==> src/rtl/crossover_engine.sv <==
`default_nettype none
// ============================================================================
// Module   : crossover_engine
// Purpose  : Builds one child gene from two parents with single-point,
//            two-point or uniform crossover, gated by an LFSR probability draw.
// Revision : 1.0
// ============================================================================
module crossover_engine #(
  parameter int          GENE_W  = 32,
  parameter logic [15:0] SEED    = 16'hACE1,
  parameter int          COUNT_W = 16
) (
  input  logic               clk,
  input  logic               rst,
  input  logic [GENE_W-1:0]  parent_a,
  input  logic [GENE_W-1:0]  parent_b,
  input  logic               parent_valid,
  output logic               parent_ready,
  input  logic [1:0]         crossover_mode,
  input  logic [7:0]         crossover_prob,
  output logic [GENE_W-1:0]  crossover_gene,
  output logic               gene_valid,
  input  logic               gene_ready,
  output logic               crossover_flag,
  output logic [COUNT_W-1:0] child_count
);

  typedef enum logic [1:0] {
    ST_IDLE = 2'd0,
    ST_DRAW = 2'd1,
    ST_OUT  = 2'd2
  } state_t;

  state_t               r_state;
  logic [15:0]          r_lfsr;
  logic [15:0]          r_ra;
  logic [GENE_W-1:0]    r_par_a;
  logic [GENE_W-1:0]    r_par_b;
  logic [1:0]           r_mode;
  logic [7:0]           r_prob;
  logic [GENE_W-1:0]    r_gene;
  logic                 r_flag;
  logic                 r_gene_valid;
  logic                 r_parent_ready;
  logic [COUNT_W-1:0]   r_count;

  logic                 w_fb;
  logic                 w_do_x;
  logic [4:0]           w_p1;
  logic [4:0]           w_p2;
  logic [4:0]           w_lo;
  logic [4:0]           w_hi;
  logic [31:0]          w_uni;
  logic [GENE_W-1:0]    w_mask;
  logic [GENE_W-1:0]    w_child;

  assign w_fb = r_lfsr[15] ^ r_lfsr[13] ^ r_lfsr[12] ^ r_lfsr[10];

  // R_b is the live LFSR value during DRAW; R_a was captured at acceptance.
  assign w_do_x = (r_ra[7:0] < r_prob) && (r_mode != 2'd3);
  assign w_p1   = r_lfsr[4:0];
  assign w_p2   = r_lfsr[12:8];
  assign w_lo   = (w_p1 < w_p2) ? w_p1 : w_p2;
  assign w_hi   = (w_p1 < w_p2) ? w_p2 : w_p1;
  assign w_uni  = {r_ra, r_lfsr};

  // Mask bit 1 selects the bit from parent B.
  always_comb begin
    w_mask = '0;
    for (int i = 0; i < GENE_W; i++) begin
      case (r_mode)
        2'd0:    w_mask[i] = (5'(i) >= w_p1);
        2'd1:    w_mask[i] = (5'(i) >= w_lo) && (5'(i) < w_hi);
        2'd2:    w_mask[i] = w_uni[i];
        default: w_mask[i] = 1'b0;
      endcase
    end
    if (!w_do_x) begin
      w_mask = '0;
    end
  end

  assign w_child = (r_par_a & ~w_mask) | (r_par_b & w_mask);

  always_ff @(posedge clk or posedge rst) begin
    if (rst) begin
      r_state        <= ST_IDLE;
      r_lfsr         <= SEED;
      r_ra           <= '0;
      r_par_a        <= '0;
      r_par_b        <= '0;
      r_mode         <= '0;
      r_prob         <= '0;
      r_gene         <= '0;
      r_flag         <= 1'b0;
      r_gene_valid   <= 1'b0;
      r_parent_ready <= 1'b0;
      r_count        <= '0;
    end else begin
      r_lfsr <= {r_lfsr[14:0], w_fb};
      case (r_state)
        ST_IDLE: begin
          if (parent_valid && r_parent_ready) begin
            r_par_a        <= parent_a;
            r_par_b        <= parent_b;
            r_mode         <= crossover_mode;
            r_prob         <= crossover_prob;
            r_ra           <= r_lfsr;
            r_parent_ready <= 1'b0;
            r_state        <= ST_DRAW;
          end else begin
            r_parent_ready <= 1'b1;
          end
        end
        ST_DRAW: begin
          r_gene       <= w_child;
          r_flag       <= w_do_x;
          r_gene_valid <= 1'b1;
          r_state      <= ST_OUT;
        end
        ST_OUT: begin
          // Ready goes high together with the handshake so a new pair can be
          // taken on the very next edge, giving a 3-cycle child period.
          if (gene_ready) begin
            r_gene_valid   <= 1'b0;
            r_count        <= r_count + 1'b1;
            r_parent_ready <= 1'b1;
            r_state        <= ST_IDLE;
          end
        end
        default: begin
          r_state <= ST_IDLE;
        end
      endcase
    end
  end

  assign parent_ready   = r_parent_ready;
  assign crossover_gene = r_gene;
  assign crossover_flag = r_flag;
  assign gene_valid     = r_gene_valid;
  assign child_count    = r_count;

endmodule
`default_nettype wire

==> config.mk <==
export PLATFORM = sky130hd
export DESIGN_NAME = crossover_engine
export DESIGN_NICKNAME = d
export VERILOG_FILES = /design/src/rtl/crossover_engine.sv
export SDC_FILE = /design/constraint.sdc
export NUM_CORES = 1
export LEC_CHECK = 0
export CORE_ASPECT_RATIO = 0.75
export CORE_MARGIN = 10
export CORE_UTILIZATION = 45
export DETAILED_ROUTE_END_ITERATION = 7
export GPL_ROUTABILITY_DRIVEN = 0
export PLACE_DENSITY = 0.65
export SYNTH_ARGS = -nofsm -noshare
export SYNTH_HDL_FRONTEND = slang
export SYNTH_SLANG_ARGS = --single-unit
==> constraint.sdc <==
create_clock -name clk -period 5.6 [get_ports clk]
set_clock_uncertainty 0.15 [all_clocks]
set_input_delay 0.84 -clock clk [delete_from_list [all_inputs] [get_ports clk]]
set_output_delay 0.84 -clock clk [all_outputs]
set_load 0.02 [all_outputs]
; After elaboration in Yosys (flattened, before gate mapping)
; Index checks and enable logic that the tools add are counted.
[classes]
n_addsub = 1
magnitude_cmp = 98
eq_ne = 7
muxes = 43
bitwise_logic = 7
reduce_logical = 43
[op_table]
columns = op, count
row1 = $ge 5x5->1 const A, 32
row2 = $pmux 1 s3, 32
row3 = $ge 4x5->1 const A, 16
row4 = $lt 5x5->1 const A, 16
row5 = $and 32x32->32, 2
row6 = $ge 3x5->1 const A, 8
row7 = $lt 4x5->1 const A, 8
row8 = $logic_and 1x1->1, 34
row9 = $mux 32, 1
row10 = $not 32->32, 1
row11 = $or 32x32->32, 1
row12 = $ge 1x5->1 const A, 4
row13 = $ge 2x5->1 const A, 4
row14 = $lt 3x5->1 const A, 4
row15 = $add 16x1->16 const B, 1
row16 = $lt 1x5->1 const A, 2
row17 = $lt 2x5->1 const A, 2
row18 = $mux 5, 2
row19 = $reduce_and 2->1, 5
row20 = $lt 8x8->1, 1
row21 = $ne 2x2->1 const B, 3
row22 = $pmux 2 s3, 1
row23 = $lt 5x5->1, 1
row24 = $eq 2x1->1 const B, 2
row25 = 7 further kinds, 16
[totals]
ff_bits = 159
inputBits = 78
output_inout_bits = 51
elab_cells = 211

; Depth between registers and ports, before layout
; Gate-level depths: netlist of the first run.
[depth]
depth_word = 9
depth_mapped = 14
mapped_depth_nobuf = 10

; Worst setup path before layout of the first run
; OpenSTA, ideal clock, no wires.
[synth_path]
kind = register to register
from = register r_lfsr[12]
to = register r_gene[0] (netlist: crossover_gene[0])
setup_ns = 0.129
arrival_time_ns = 2.788
required_time_ns = 5.321
slack_ns = 2.533
path_stages_with_launch = 13
path_buffers = 3
synth_period_minus_slack_ns = 3.067
path_cell_list = dfrtp_1 > buf_2 > inv_1 > clkbuf_1 > ha_1 > a21o_1 > a31oi_4 > buf_4 > mux2i_1 > o221ai_1 > o32ai_1 > mux2i_1 > o21ai_1
[synth_between]
elab_chain_cells = 9
word_cells_on_any_way = 12
classes_between = 3 x order compare / 4 x mux / 4 x bitwise / 1 x reduce/logical
[synth_lines]
columns = element, line
row1 = from (decl), 35  ; logic [15:0] r_lfsr;
row2 = from (signal assigned), 100  ; r_lfsr <= {r_lfsr[14:0], w_fb};
row3 = $lt 5x5->1, "63, 64"
row4 = "$mux 5, on equally long branches", "63, 64"
row5 = $ge 1x5->1 or $lt 1x5->1 (tied branches), 73  ; 2'd1: w_mask[i] = (5'(i) >= w_lo) && (5'(i) < w_hi);
row6 = $logic_and 1x1->1 *, 73
row7 = $pmux 1 s3 *, 71  ; case (r_mode)
row8 = $mux 32 *, 78  ; if (!w_do_x) begin
row9 = $not 32->32, 83  ; assign w_child = (r_par_a & ~w_mask) | (r_par_b & w_mask);
row10 = $and 32x32->32, 83
row11 = $or 32x32->32 *, 83
row12 = to (signal assigned), 116  ; r_gene <= w_child;
row13 = to (decl), 41  ; logic [GENE_W-1:0] r_gene;
; Every way passes the cells marked *; elsewhere a longest branch is shown, timed or not.
; A chain may end at the register's enable or synchronous reset.

; Final worst setup path of the first run
[layout_path]
from = register r_lfsr[12]
to = register r_gene[13] (netlist: crossover_gene[13])
[layout_between]
elab_chain_cells = 9
word_cells_on_any_way = 12
classes_between = 3 x order compare / 4 x mux / 4 x bitwise / 1 x reduce/logical
[layout_lines]
columns = element, line
row1 = $lt 5x5->1, "63, 64"
row2 = "$mux 5, on equally long branches", "63, 64"
row3 = $ge 4x5->1 or $lt 4x5->1 (tied branches), 73
row4 = $logic_and 1x1->1 *, 73
row5 = $pmux 1 s3 *, 71
row6 = $mux 32 *, 78
row7 = $not 32->32, 83
row8 = $and 32x32->32, 83
row9 = $or 32x32->32 *, 83
; Marked as above.

==> report_table.html, run 1 <==
<table>
<tr><th>Metric</th><th>Value</th></tr>
<tr><th colspan="2">Worst hold path</th></tr>
<tr><td>Hold path start</td><td>r_lfsr[5]</td></tr>
<tr><td>Hold path cells</td><td>0</td></tr>
<tr><td>Hold path endpoint</td><td>r_lfsr[6]</td></tr>
<tr><td>Classification of the worst-slack hold path</td><td>flip-flop to flip-flop</td></tr>
<tr><th colspan="2">Floorplanning</th></tr>
<tr><td>Die span in x</td><td>180 µm</td></tr>
<tr><td>Y dimension of the die</td><td>roughly 140 µm</td></tr>
<tr><td>Core box area</td><td>18600 µm²</td></tr>
<tr><td>Initial Utilization</td><td>about 46%</td></tr>
<tr><td>Die area</td><td>roughly 25000 µm²</td></tr>
<tr><td>Placement Rows</td><td>43</td></tr>
<tr><td>Top-level I/O count</td><td>approximately 130</td></tr>
<tr><th colspan="2">Power and ir drop</th></tr>
<tr><td>Static power due to leakage</td><td>around 4.5 nW</td></tr>
<tr><td>Cell Pwr Density</td><td>between 400 and 500 nW/µm²</td></tr>
<tr><td>Largest voltage drop on the vdd net</td><td>approximately 0.27 mV</td></tr>
<tr><th colspan="2">Timing</th></tr>
<tr><td>Count of endpoints failing setup in the final report</td><td>0</td></tr>
<tr><td>Fraction of the cycle the final worst path needs</td><td>between 70% and 80%</td></tr>
<tr><td>RSZ-0062 raised after global routing</td><td>false</td></tr>
<tr><td>Final hold violation count</td><td>0</td></tr>
<tr><td>Max Transition Viols Final</td><td>0</td></tr>
<tr><td>Worst-case headroom to the max-slew limit</td><td>about 31%</td></tr>
<tr><td>Maximum operating frequency</td><td>between 200 and 250 MHz</td></tr>
<tr><td>Min cycle time layout</td><td>4.29 ns</td></tr>
<tr><td>Setup TNS</td><td>0 ns</td></tr>
<tr><td>Transition time at the pin with the least slew margin</td><td>~1.0 ns</td></tr>
<tr><th colspan="2">Worst setup path</th></tr>
<tr><td>Element type at the critical path end</td><td>flip-flop</td></tr>
<tr><td>WP data required</td><td>approximately 5.7 ns</td></tr>
<tr><td>WP data arrival</td><td>between 4 and 5 ns</td></tr>
<tr><td>Worst Path Max Fanout</td><td>36</td></tr>
<tr><td>Reg2Reg Setup Slack</td><td>between 1 and 1.5 ns</td></tr>
<tr><td>Critical Path Start Type</td><td>flip-flop</td></tr>
<tr><td>Endpoint of the most critical register-to-register path</td><td>crossover_gene[13]</td></tr>
<tr><td>Reg2reg start</td><td>r_lfsr[12]</td></tr>
<tr><td>FF-to-FF path depth</td><td>8</td></tr>
<tr><td>Classification of the worst setup path</td><td>flip-flop to flip-flop</td></tr>
<tr><th colspan="2">CTS</th></tr>
<tr><td>CTS tree</td><td>done</td></tr>
<tr><td>Clock slew seen by the registers of the worst setup and hold paths</td><td>about 0.06 ns</td></tr>
<tr><td>Num CTS Buffers</td><td>17</td></tr>
<tr><td>Clock Root Buffer</td><td>sky130_fd_sc_hd__clkbuf_16</td></tr>
<tr><td>Buffers from clock root to sink, at most</td><td>2</td></tr>
<tr><td>Number of hold buffers added after CTS</td><td>0</td></tr>
<tr><td>Setup repair bufs after CTS</td><td>0</td></tr>
<tr><td>Sink Count</td><td>159</td></tr>
<tr><td>Worst-Skew Late Latency</td><td>~0.43 ns</td></tr>
<tr><td>Maximum level of the CTS H-tree</td><td>4</td></tr>
<tr><td>CTS resizes</td><td>0</td></tr>
<tr><th colspan="2">Job</th></tr>
<tr><td>Number of violations of the max-capacitance limit</td><td>0</td></tr>
<tr><th colspan="2">Synth</th></tr>
<tr><td>Count leader, synth</td><td>sky130_fd_sc_hd__dfrtp_1</td></tr>
<tr><td>Share of Yosys cell area claimed by the top area cell type</td><td>43.9%</td></tr>
<tr><td>Post-Synthesis Net Count</td><td>just under 1000</td></tr>
<tr><td>Top cells by area in the synthesized netlist</td><td>sky130_fd_sc_hd__dfrtp_1 44%, sky130_fd_sc_hd__mux2_2 10%, sky130_fd_sc_hd__nand2_1 4.0%, sky130_fd_sc_hd__nor2_1 3.8%, sky130_fd_sc_hd__mux2i_1 3.7%</td></tr>
<tr><td>Sequential-to-total area share from yosys stat</td><td>between 40% and 50%</td></tr>
<tr><td>Cell type contributing the most total cell area after synthesis</td><td>sky130_fd_sc_hd__dfrtp_1</td></tr>
<tr><td>Syn Std Cell Area</td><td>~8600 µm²</td></tr>
<tr><td>Flip-flop and latch count after synthesis</td><td>roughly 160</td></tr>
<tr><td>Syn Inst Count</td><td>890</td></tr>
<tr><td>Number of warning messages in the yosys log</td><td>0</td></tr>
<tr><td>Unique cell type count in the Yosys netlist</td><td>between 60 and 70</td></tr>
<tr><td>Synth cell count leaders</td><td>151 x sky130_fd_sc_hd__dfrtp_1, 92 x sky130_fd_sc_hd__nand2_1, 86 x sky130_fd_sc_hd__nor2_1, 78 x sky130_fd_sc_hd__mux2_2</td></tr>
<tr><td>Post-synth ARST share</td><td>100%</td></tr>
<tr><td>Syn avg cell area</td><td>9.67 µm²</td></tr>
<tr><td>EDFF count, synth</td><td>0</td></tr>
<tr><td>Flip-flop cell with the highest count after synthesis</td><td>sky130_fd_sc_hd__dfrtp_1</td></tr>
<tr><th colspan="2">Detailed routing</th></tr>
<tr><td>Total vias in the final route</td><td>~7300</td></tr>
<tr><td>DR iter-0 viols</td><td>around 840</td></tr>
<tr><td>Antenna violation net count after detailed routing</td><td>0</td></tr>
<tr><td>Vias per cell</td><td>5.87</td></tr>
<tr><td>Final routed wire length divided by cell count</td><td>between 20 and 25 µm</td></tr>
<tr><td>Remaining design rule violation count</td><td>0</td></tr>
<tr><td>Wire length after detailed routing</td><td>around 25000 µm</td></tr>
<tr><td>Drt first pass iters</td><td>6</td></tr>
<tr><th colspan="2">Finish</th></tr>
<tr><td>Total inserted antenna cells</td><td>0</td></tr>
<tr><td>Fraction of final layout cells sized beyond drive strength 1</td><td>between 10% and 20%</td></tr>
<tr><td>Post-route cell area</td><td>10600 µm²</td></tr>
<tr><td>Fin cells</td><td>roughly 1200</td></tr>
<tr><td>Synthesis-to-layout area growth</td><td>23.5%</td></tr>
<tr><td>Nets@finish</td><td>between 1000 and 1500</td></tr>
<tr><td>Final Util</td><td>between 50% and 60%</td></tr>
<tr><th colspan="2">GRT</th></tr>
<tr><td>Overflow after GRT</td><td>0</td></tr>
<tr><td>Pin count of the biggest net entering global routing</td><td>87</td></tr>
<tr><td>Number of antenna violations at the first check in global routing</td><td>0</td></tr>
<tr><td>Total track usage</td><td>about a fifth</td></tr>
<tr><td>Wire length of the first global-routing pass</td><td>40200 µm</td></tr>
<tr><td>Vias in the first global route</td><td>approximately 7000</td></tr>
<tr><th colspan="2">Run status</th></tr>
<tr><td>Outcome</td><td>finished, final reports clean</td></tr>
<tr><th colspan="2">Placement</th></tr>
<tr><td>Quantity of I/O buffers inserted on ports</td><td>128</td></tr>
<tr><td>Number of cells in the design after placement</td><td>approximately 1200</td></tr>
<tr><td>Placed wire-length estimate after detailed placement</td><td>about 18000 µm</td></tr>
<tr><td>Standard cell area after detailed placement</td><td>about 10000 µm²</td></tr>
</table>
==> state kept, by name, indices dropped and copies added, names as in the netlist <==
signal / flops
child_count: 16
parent_ready: 1
r_state: 2
crossover_flag: 1
r_prob: 8
crossover_gene: 32
r_mode: 2
r_par_a: 32
r_ra: 16
gene_valid: 1
r_par_b: 32
r_lfsr: 16
==> layout make-up <==
class / count / area (µm²)
clock buffer: 20 / 457
clock inverter: 12 / 158
fill: 1686 / 7990
inverter: 27 / 106
multi-input combinational: 638 / 4250
sequential: 159 / 3990
tap: 247 / 309
timing repair buffer: 139 / 1360
==> how the worst max path moves through the flow <==
stage	start	endpoint	slack, ns	depth (start not counted)
2_1_floorplan	rst	child_count[0]	0.33	1
3_3_place_gp	r_lfsr[12]	crossover_gene[0]	1.63	10
3_5_place_dp	r_lfsr[12]	crossover_gene[0]	1.55	10
4_1_cts	r_lfsr[12]	crossover_gene[13]	1.53	8
5_1_grt	r_lfsr[12]	crossover_gene[13]	1.13	8
6_report	r_lfsr[12]	crossover_gene[13]	1.31	8
==> cell families after synthesis <==
group	synth area share (%)
AOI/OAI and AO/OA	16.9
xor gates and xnor gates	1.83
adders and majority gates	1.74
buffers and inverters	4.57
DFF	46.4
muxes	14.3
and+or+nand+nor	14.4
==> where the power goes <==
part	internal (mW)	switching, mW
clock	0.727	0.488
combinational	0.931	1.14
sequential	1.57	0.279
==> cells in the final DEF (no fill, tap or decap), drive strengths merged, types with 7 or more instances in the layout <==
cell type      count
a21oi             56
nor4              11
inv               29
mux2              79
clkdlybuf4s50    128
clkbuf            20
a311oi            11
dfstp              8
xnor2             11
nand2             92
mux2i             33
nor3              32
nor2              86
nand3             13
ha                12
nand2b             8
o21ai             64
dfrtp            151
nand4              9
o221ai             8
xor2               7
a211oi            17
buf               11
a31oi             12
==> metal layers <==
metal / GRT usage, % / wire length [µm]
met1: 28.7 / 12200
met2: 28.1 / 10800
met3: 4.61 / 2060
met4: 5.78 / 385
met5: 0 / 0
==> worst max-delay path, cell delays in order (launching register included) <==
cell                        delay (ns)
sky130_fd_sc_hd__dfrtp_1          0.77
sky130_fd_sc_hd__inv_1            0.39
sky130_fd_sc_hd__ha_1             0.51
sky130_fd_sc_hd__nand2_1          0.14
sky130_fd_sc_hd__o21bai_4         0.74
sky130_fd_sc_hd__mux2i_1          0.64
sky130_fd_sc_hd__a311oi_1         0.18
sky130_fd_sc_hd__a2111oi_0        0.51
sky130_fd_sc_hd__a311oi_1         0.09
==> per-stage QoR <==
stage / total power, mW / setup slack, ns / hold slack (ns)
final: 5.14 / 1.31 / 0.230
after detailed placement: 3.94 / 1.55 / 0.218
after global routing: 5.44 / 1.13 / 0.232
after CTS: 5.17 / 1.53 / 0.230
after global placement: 3.90 / 1.63 / 0.215
after floorplan: 3.18 / 0.332 / 0.200
Note: power is estimated with default switching activity, not from simulation.
==> inputs of run 2 (changes only) <==
clock period = 3.95 ns   (was 5.6 ns; I/O delays follow)
==> report_table.html, run 2 (same netlist as run 1, synthesis figures left out) <==
<table>
<tr><th>Metric</th><th>Value</th></tr>
<tr><th colspan="2">Run status</th></tr>
<tr><td>Outcome</td><td>finished, final reports clean</td></tr>
<tr><th colspan="2">Worst setup path</th></tr>
<tr><td>Classification of the worst setup path</td><td>flip-flop to flip-flop</td></tr>
<tr><td>Element type at the critical path end</td><td>flip-flop</td></tr>
<tr><td>Endpoint of the most critical register-to-register path</td><td>crossover_gene[24]</td></tr>
<tr><td>Reg2Reg Setup Slack</td><td>0.49 ns (-0.82 ns)</td></tr>
<tr><td>Worst path max stage delay</td><td>0.53 ns (-0.24 ns)</td></tr>
<tr><td>WP data required</td><td>4.13 ns (-1.60 ns)</td></tr>
<tr><td>Worst Path Max Fanout</td><td>14 (-61%)</td></tr>
<tr><td>Reg2reg start</td><td>r_lfsr[10]</td></tr>
<tr><td>Highest-delay cell along the critical path</td><td>sky130_fd_sc_hd__dfstp_2</td></tr>
<tr><td>WP data arrival</td><td>3.64 ns (-0.78 ns)</td></tr>
<tr><td>Critical Path Start Type</td><td>flip-flop</td></tr>
<tr><td>Chain of cells forming the critical path</td><td>inv_1 -&gt; ha_1 -&gt; a21oi_1 -&gt; o21ai_2 -&gt; a31oi_4 -&gt; mux2i_2 -&gt; o311ai_1 -&gt; o21ai_1 -&gt; mux2_4 -&gt; a211oi_2</td></tr>
<tr><td>FF-to-FF path depth</td><td>10 (+2)</td></tr>
<tr><th colspan="2">CTS</th></tr>
<tr><td>Setup repair bufs after CTS</td><td>0 (unchanged)</td></tr>
<tr><td>CTS resizes</td><td>0 (unchanged)</td></tr>
<tr><td>Buffers from clock root to sink, at most</td><td>2 (unchanged)</td></tr>
<tr><td>Number of hold buffers added after CTS</td><td>0 (unchanged)</td></tr>
<tr><td>Sink Count</td><td>159 (unchanged)</td></tr>
<tr><td>Maximum level of the CTS H-tree</td><td>4 (unchanged)</td></tr>
<tr><td>Clock slew seen by the registers of the worst setup and hold paths</td><td>0.07 ns (about the same)</td></tr>
<tr><td>Clock Root Buffer</td><td>sky130_fd_sc_hd__clkbuf_16</td></tr>
<tr><td>CTS tree</td><td>done</td></tr>
<tr><td>Worst-Skew Late Latency</td><td>0.43 ns (about the same)</td></tr>
<tr><td>Num CTS Buffers</td><td>17 (unchanged)</td></tr>
<tr><th colspan="2">Floorplanning</th></tr>
<tr><td>Die span in x</td><td>180 µm (unchanged)</td></tr>
<tr><td>Top-level I/O count</td><td>129 (unchanged)</td></tr>
<tr><td>Initial Utilization</td><td>46.2% (unchanged)</td></tr>
<tr><td>Core box area</td><td>18600 µm² (unchanged)</td></tr>
<tr><td>Die area</td><td>25100 µm² (unchanged)</td></tr>
<tr><td>Placement Rows</td><td>43 (unchanged)</td></tr>
<tr><td>Y dimension of the die</td><td>140 µm (unchanged)</td></tr>
<tr><th colspan="2">GRT</th></tr>
<tr><td>Number of antenna violations at the first check in global routing</td><td>0 (unchanged)</td></tr>
<tr><td>Overflow after GRT</td><td>0 (unchanged)</td></tr>
<tr><td>Total track usage</td><td>20.7% (+1.0 points)</td></tr>
<tr><td>Pin count of the biggest net entering global routing</td><td>160 (+84%)</td></tr>
<tr><td>Vias in the first global route</td><td>7313 (+4.7%)</td></tr>
<tr><td>Wire length of the first global-routing pass</td><td>42400 µm (+5.5%)</td></tr>
<tr><th colspan="2">Power and ir drop</th></tr>
<tr><td>Proportion of power drawn by flip-flops and latches</td><td>35.1% (-0.9 points)</td></tr>
<tr><td>Static power due to leakage</td><td>4.60 nW (+3.0%)</td></tr>
<tr><td>Cell Pwr Density</td><td>695 nW/µm² (+44%)</td></tr>
<tr><td>Share of total power in the clock network</td><td>24.9% (+1.3 points)</td></tr>
<tr><td>Proportion of total power due to net switching</td><td>37.1% (about the same)</td></tr>
<tr><td>Switching power total</td><td>2.80 mW (+47%)</td></tr>
<tr><td>Largest voltage drop on the vdd net</td><td>0.380 mV (+41%)</td></tr>
<tr><td>Internal power contribution</td><td>4.74 mW (+47%)</td></tr>
<tr><td>Combinational Power Share</td><td>39.9% (-0.4 points)</td></tr>
<tr><th colspan="2">Detailed routing</th></tr>
<tr><td>Final routed wire length divided by cell count</td><td>21.2 µm (+3.5%)</td></tr>
<tr><td>Wire length after detailed routing</td><td>26700 µm (+5.1%)</td></tr>
<tr><td>Drt first pass iters</td><td>7 (+1)</td></tr>
<tr><td>Antenna violation net count after detailed routing</td><td>0 (unchanged)</td></tr>
<tr><td>Vias per cell</td><td>5.97 (+1.6%)</td></tr>
<tr><td>Remaining design rule violation count</td><td>0 (unchanged)</td></tr>
<tr><td>DR iter-0 viols</td><td>885 (+5.0%)</td></tr>
<tr><td>Total vias in the final route</td><td>7523 (+3.1%)</td></tr>
<tr><th colspan="2">Worst hold path</th></tr>
<tr><td>Hold path start</td><td>r_lfsr[5]</td></tr>
<tr><td>Classification of the worst-slack hold path</td><td>flip-flop to flip-flop</td></tr>
<tr><td>Hold path endpoint</td><td>r_lfsr[6]</td></tr>
<tr><td>Hold path cells</td><td>0 (unchanged)</td></tr>
<tr><th colspan="2">Finish</th></tr>
<tr><td>Reg area</td><td>3990 µm² (unchanged)</td></tr>
<tr><td>Number of fill cells in the layout</td><td>1667 (-1.1%)</td></tr>
<tr><td>Fraction of final layout cells sized beyond drive strength 1</td><td>16.8% (+1.7 points)</td></tr>
<tr><td>Total inserted antenna cells</td><td>0 (unchanged)</td></tr>
<tr><td>Multi-input logic area</td><td>4250 µm² (unchanged)</td></tr>
<tr><td>Commonest non-fill, non-tap cells in the layout</td><td>151 x sky130_fd_sc_hd__dfrtp_1, 128 x sky130_fd_sc_hd__clkdlybuf4s50_1, 92 x sky130_fd_sc_hd__nand2_1</td></tr>
<tr><td>Commonest non-fill, non-tap cell in the layout</td><td>sky130_fd_sc_hd__dfrtp_1</td></tr>
<tr><td>Synthesis-to-layout area growth</td><td>26.1%</td></tr>
<tr><td>Nets@finish</td><td>1091 (+1.8%)</td></tr>
<tr><th colspan="2">Placement</th></tr>
<tr><td>Worst slack, placed</td><td>0.536 ns (-1.01 ns)</td></tr>
<tr><td>Quantity of I/O buffers inserted on ports</td><td>128 (unchanged)</td></tr>
<tr><td>Placed wire-length estimate after detailed placement</td><td>18400 µm (+4.3%)</td></tr>
<tr><th colspan="2">Timing</th></tr>
<tr><td>Count of endpoints failing setup in the final report</td><td>0 (unchanged)</td></tr>
<tr><td>RSZ-0062 raised after global routing</td><td>false</td></tr>
<tr><td>Transition time at the pin with the least slew margin</td><td>0.908 ns (-0.128 ns)</td></tr>
<tr><td>Worst-case headroom to the max-slew limit</td><td>39.5% (+8.5 points)</td></tr>
<tr><td>Final hold violation count</td><td>0 (unchanged)</td></tr>
<tr><td>Max Transition Viols Final</td><td>0 (unchanged)</td></tr>
<tr><td>Setup TNS</td><td>0 ns (unchanged)</td></tr>
<tr><td>Fraction of the cycle the final worst path needs</td><td>87.6% (+11 points)</td></tr>
<tr><td>Maximum operating frequency</td><td>289 MHz (+24%)</td></tr>
<tr><td>Setup slack after layout</td><td>0.488 ns (-0.825 ns)</td></tr>
<tr><td>Min cycle time layout</td><td>3.46 ns (-0.825 ns)</td></tr>
<tr><th colspan="2">Job</th></tr>
<tr><td>Number of violations of the max-capacitance limit</td><td>0 (unchanged)</td></tr>
</table>
==> run 2: layout make-up <==
class | count | share of cell area [%]
Timing Repair Buffer | 158 | 14.1
Clock buffer | 17 | 3.92
Inverter | 27 | 0.969
Multi-Input combinational cell | 638 | 39.1
Clock inverter | 15 | 2.24
Tap cell | 247 | 2.85
Sequential cell | 159 | 36.8
==> run 2: worst max path at each step <==
stage / end / from / depth (start not counted) / slack [ns]
floorplan: crossover_gene[0] / r_lfsr[12] / 12 / 0.88
global placement: crossover_gene[0] / r_lfsr[10] / 11 / 0.70
detailed placement: crossover_gene[0] / r_lfsr[10] / 11 / 0.54
CTS: crossover_gene[0] / r_lfsr[10] / 11 / 0.55
global route: crossover_gene[24] / r_lfsr[10] / 10 / 0.27
finish: crossover_gene[24] / r_lfsr[10] / 10 / 0.49
==> run 2: layer usage <==
layer / global-route usage (%) / routed length [µm] / up-vias
li1: - / - / 3438
met2: 30.0 / 11100 / 402
met1: 29.1 / 12200 / 3605
met3: 6.61 / 2860 / 78
met4: 4.95 / 579 / 0
met5: 0 / 0 / -
==> run 2: stage by stage <==
stage               utilization, %  cells  instance area (µm²)  hold slack, ns  power, mW
floorplan                        -    890                 8610           0.200       4.51
global placement              54.7   1229                10200           0.216       5.61
detailed placement            54.7   1229                10200           0.217       5.67
CTS                           58.3   1261                10800           0.225       7.59
global route                  58.3   1261                10800           0.230       8.01
finish                        58.3   1261                10800           0.224       7.54
==> run 2: critical path, delay by kind of cell, from the launching register on <==
| family | cells | cell delay, ns |
|---|---|---|
| flops | 1 | 0.53 |
| fa+ha+maj | 1 | 0.31 |
| buf+inv | 1 | 0.09 |
| compound gates | 6 | 1.44 |
| mux | 2 | 0.86 |
==> run 2: power by group through the flow <==
stage | clock network (mW) | logic [mW] | registers (mW)
2_1_floorplan | 0 | 1.75 | 2.76
3_3_place_gp | 0 | 2.95 | 2.66
3_5_place_dp | 0 | 3.01 | 2.66
4_1_cts | 1.92 | 3.03 | 2.65
5_1_grt | 1.98 | 3.30 | 2.73
6_report | 1.88 | 3.01 | 2.65
==> inputs of run 3 (changes only) <==
CORE_UTILIZATION = 55   (was 45)
CTS_BUF_LIST = sky130_fd_sc_hd__clkbuf_16   (was unset)
PLACE_DENSITY = 0.78   (was 0.65)
==> report_table.html, run 3 (same netlist as run 1, synthesis figures left out) <==
<table>
<tr><th>Metric</th><th>Value</th></tr>
<tr><th colspan="2">Run status</th></tr>
<tr><td>Outcome</td><td>finished, final reports clean</td></tr>
<tr><th colspan="2">Timing</th></tr>
<tr><td>Setup TNS</td><td>0 ns (unchanged)</td></tr>
<tr><td>RSZ-0062 raised after global routing</td><td>false</td></tr>
<tr><td>Min cycle time layout</td><td>3.48 ns (+0.0191 ns)</td></tr>
<tr><td>Maximum operating frequency</td><td>287 MHz (-0.55%)</td></tr>
<tr><td>Final hold violation count</td><td>0 (unchanged)</td></tr>
<tr><td>Worst-case headroom to the max-slew limit</td><td>48.8% (+9.4 points)</td></tr>
<tr><td>Fraction of the cycle the final worst path needs</td><td>88.1% (+0.48 points)</td></tr>
<tr><td>Count of endpoints failing setup in the final report</td><td>0 (unchanged)</td></tr>
<tr><td>Transition time at the pin with the least slew margin</td><td>0.768 ns (-0.140 ns)</td></tr>
<tr><td>Max Transition Viols Final</td><td>0 (unchanged)</td></tr>
<tr><th colspan="2">CTS</th></tr>
<tr><td>CTS tree</td><td>done</td></tr>
<tr><td>Buffers from clock root to sink, at most</td><td>2 (unchanged)</td></tr>
<tr><td>Num CTS Buffers</td><td>17 (unchanged)</td></tr>
<tr><td>Clock Root Buffer</td><td>sky130_fd_sc_hd__clkbuf_16</td></tr>
<tr><td>CTS resizes</td><td>0 (unchanged)</td></tr>
<tr><td>Sink Count</td><td>159 (unchanged)</td></tr>
<tr><td>Number of hold buffers added after CTS</td><td>0 (unchanged)</td></tr>
<tr><td>Clock slew seen by the registers of the worst setup and hold paths</td><td>0.06 ns (about the same)</td></tr>
<tr><td>Setup repair bufs after CTS</td><td>0 (unchanged)</td></tr>
<tr><td>Maximum level of the CTS H-tree</td><td>4 (unchanged)</td></tr>
<tr><td>Worst-Skew Late Latency</td><td>0.43 ns (about the same)</td></tr>
<tr><th colspan="2">Finish</th></tr>
<tr><td>Total inserted antenna cells</td><td>0 (unchanged)</td></tr>
<tr><td>Number of fill cells in the layout</td><td>1145 (-31%)</td></tr>
<tr><td>Reg area</td><td>3990 µm² (unchanged)</td></tr>
<tr><td>Commonest non-fill, non-tap cell in the layout</td><td>sky130_fd_sc_hd__dfrtp_1</td></tr>
<tr><td>Synthesis-to-layout area growth</td><td>23.7%</td></tr>
<tr><td>Nets@finish</td><td>1089 (-0.18%)</td></tr>
<tr><td>Final Util</td><td>69.7% (+11 points)</td></tr>
<tr><td>Multi-input logic area</td><td>4250 µm² (unchanged)</td></tr>
<tr><td>Commonest non-fill, non-tap cells in the layout</td><td>151 x sky130_fd_sc_hd__dfrtp_1, 128 x sky130_fd_sc_hd__clkdlybuf4s50_1, 92 x sky130_fd_sc_hd__nand2_1</td></tr>
<tr><td>Post-route cell area</td><td>10600 µm² (-1.9%)</td></tr>
<tr><td>Fraction of final layout cells sized beyond drive strength 1</td><td>15.9% (-0.86 points)</td></tr>
<tr><th colspan="2">Worst setup path</th></tr>
<tr><td>Reg2Reg Setup Slack</td><td>0.47 ns (-0.02 ns)</td></tr>
<tr><td>WP data required</td><td>4.09 ns (-0.04 ns)</td></tr>
<tr><td>Element type at the critical path end</td><td>flip-flop</td></tr>
<tr><td>Critical Path Start Type</td><td>flip-flop</td></tr>
<tr><td>Reg2reg start</td><td>r_lfsr[11]</td></tr>
<tr><td>WP data arrival</td><td>3.63 ns (about the same)</td></tr>
<tr><td>Classification of the worst setup path</td><td>flip-flop to flip-flop</td></tr>
<tr><td>Worst Path Max Fanout</td><td>19 (+5)</td></tr>
<tr><td>Start point of the critical path</td><td>r_lfsr[11]</td></tr>
<tr><th colspan="2">Detailed routing</th></tr>
<tr><td>Vias per cell</td><td>6.20 (+4.0%)</td></tr>
<tr><td>Antenna violation net count after detailed routing</td><td>0 (unchanged)</td></tr>
<tr><td>DR iter-0 viols</td><td>1071 (+21%)</td></tr>
<tr><td>Remaining design rule violation count</td><td>0 (unchanged)</td></tr>
<tr><td>Final routed wire length divided by cell count</td><td>20.9 µm (-1.5%)</td></tr>
<tr><td>Wire length after detailed routing</td><td>25400 µm (-4.9%)</td></tr>
<tr><td>Drt first pass iters</td><td>6 (-1)</td></tr>
<tr><td>Total vias in the final route</td><td>7551 (+0.37%)</td></tr>
<tr><th colspan="2">Placement</th></tr>
<tr><td>Standard cell area after detailed placement</td><td>10100 µm² (-0.42%)</td></tr>
<tr><td>Placed wire-length estimate after detailed placement</td><td>18100 µm (-1.9%)</td></tr>
<tr><td>Quantity of I/O buffers inserted on ports</td><td>128 (unchanged)</td></tr>
<tr><th colspan="2">GRT</th></tr>
<tr><td>Number of antenna violations at the first check in global routing</td><td>0 (unchanged)</td></tr>
<tr><td>Overflow after GRT</td><td>0 (unchanged)</td></tr>
<tr><td>Pin count of the biggest net entering global routing</td><td>83 (-48%)</td></tr>
<tr><td>Vias in the first global route</td><td>7412 (+1.4%)</td></tr>
<tr><td>Wire length of the first global-routing pass</td><td>40500 µm (-4.5%)</td></tr>
<tr><td>Total track usage</td><td>23.9% (+3.2 points)</td></tr>
<tr><th colspan="2">Floorplanning</th></tr>
<tr><td>Die span in x</td><td>164 µm (-8.5%)</td></tr>
<tr><td>Y dimension of the die</td><td>128 µm (-8.2%)</td></tr>
<tr><td>Core box area</td><td>15300 µm² (-18%)</td></tr>
<tr><td>Initial Utilization</td><td>56.3% (+10 points)</td></tr>
<tr><td>Die area</td><td>21100 µm² (-16%)</td></tr>
<tr><td>Top-level I/O count</td><td>129 (unchanged)</td></tr>
<tr><td>Placement Rows</td><td>39 (-9.3%)</td></tr>
<tr><th colspan="2">Worst hold path</th></tr>
<tr><td>Classification of the worst-slack hold path</td><td>flip-flop to flip-flop</td></tr>
<tr><td>Hold path start</td><td>r_lfsr[5]</td></tr>
<tr><th colspan="2">Job</th></tr>
<tr><td>Number of violations of the max-capacitance limit</td><td>0 (unchanged)</td></tr>
<tr><th colspan="2">Power and ir drop</th></tr>
<tr><td>Static power due to leakage</td><td>4.54 nW (-1.5%)</td></tr>
<tr><td>Largest voltage drop on the vdd net</td><td>0.565 mV (+49%)</td></tr>
<tr><td>Cell Pwr Density</td><td>665 nW/µm² (-4.3%)</td></tr>
</table>
[run 3: cell types whose count changed in the layout (fill, tap and decap cells not counted), moves of 3 or more]
| cell | delta |
|---|---|
| sky130_fd_sc_hd__clkinv_2 | +4 |
| sky130_fd_sc_hd__buf_4 | -4 |
| sky130_fd_sc_hd__inv_6 | -3 |
| sky130_fd_sc_hd__bufinv_16 | -5 |
| sky130_fd_sc_hd__inv_1 | +3 |
| sky130_fd_sc_hd__clkinv_1 | +4 |
| sky130_fd_sc_hd__clkinv_4 | -3 |
[run 3: path summary, 6_finish.rpt]
path                       cells past startpoint            endpoint
min reg2reg                                    0           r_lfsr[6]
max                                           10  crossover_gene[20]
min in group asynchronous                      2  crossover_gene[27]
max reg2reg                                   10  crossover_gene[20]
max in group asynchronous                      3           r_lfsr[5]
min                                            0           r_lfsr[6]
[run 3: where the power goes]
group	switching (mW)	internal [mW]	total (mW)	leakage (nW)
registers	0.429	2.23	2.66	1.95
clock network	0.641	0.783	1.42	0.257
logic	1.65	1.35	3.00	2.33
[run 3: stage by stage]
stage / power, mW / worst slack [ns] / cells / hold slack [ns]
3_5_place_dp: 5.63 / 0.592 / 1185 / 0.217
6_report: 7.08 / 0.469 / 1217 / 0.222
4_1_cts: 7.08 / 0.589 / 1217 / 0.219
2_1_floorplan: 4.51 / 0.883 / 890 / 0.200
5_1_grt: 7.50 / 0.287 / 1217 / 0.220
3_3_place_gp: 5.54 / 0.658 / 1185 / 0.214
[run 3: layout make-up]
cell class	count	share of cell area [%]
multi-input combinational	638	39.9
sequential	159	37.5
timing repair buffer	156	14.5
clock buffer	17	4.00
tap	205	2.41
inverter	27	0.988
clock inverter	15	0.741
[run 3: worst max-delay path, stage by stage (launching register included)]
cell                        delay [ns]
sky130_fd_sc_hd__dfstp_2          0.72
sky130_fd_sc_hd__inv_2            0.13
sky130_fd_sc_hd__ha_1             0.40
sky130_fd_sc_hd__nand2_1          0.13
sky130_fd_sc_hd__o21bai_4         0.45
sky130_fd_sc_hd__buf_12           0.22
sky130_fd_sc_hd__mux2i_1          0.37
sky130_fd_sc_hd__o311ai_0         0.22
sky130_fd_sc_hd__o2111ai_1        0.22
sky130_fd_sc_hd__mux2i_1          0.22
sky130_fd_sc_hd__o21ai_0          0.09
[run 3: layer usage]
layer  global-route usage, %  vias to the layer above  part of all wire, %
li1                        -                     3424                    -
met1                    32.1                     3606                   42
met2                    35.1                      449                   43
met3                    9.56                       72                   12
met4                    7.02                        0                  2.3
met5                       0                        -                    0
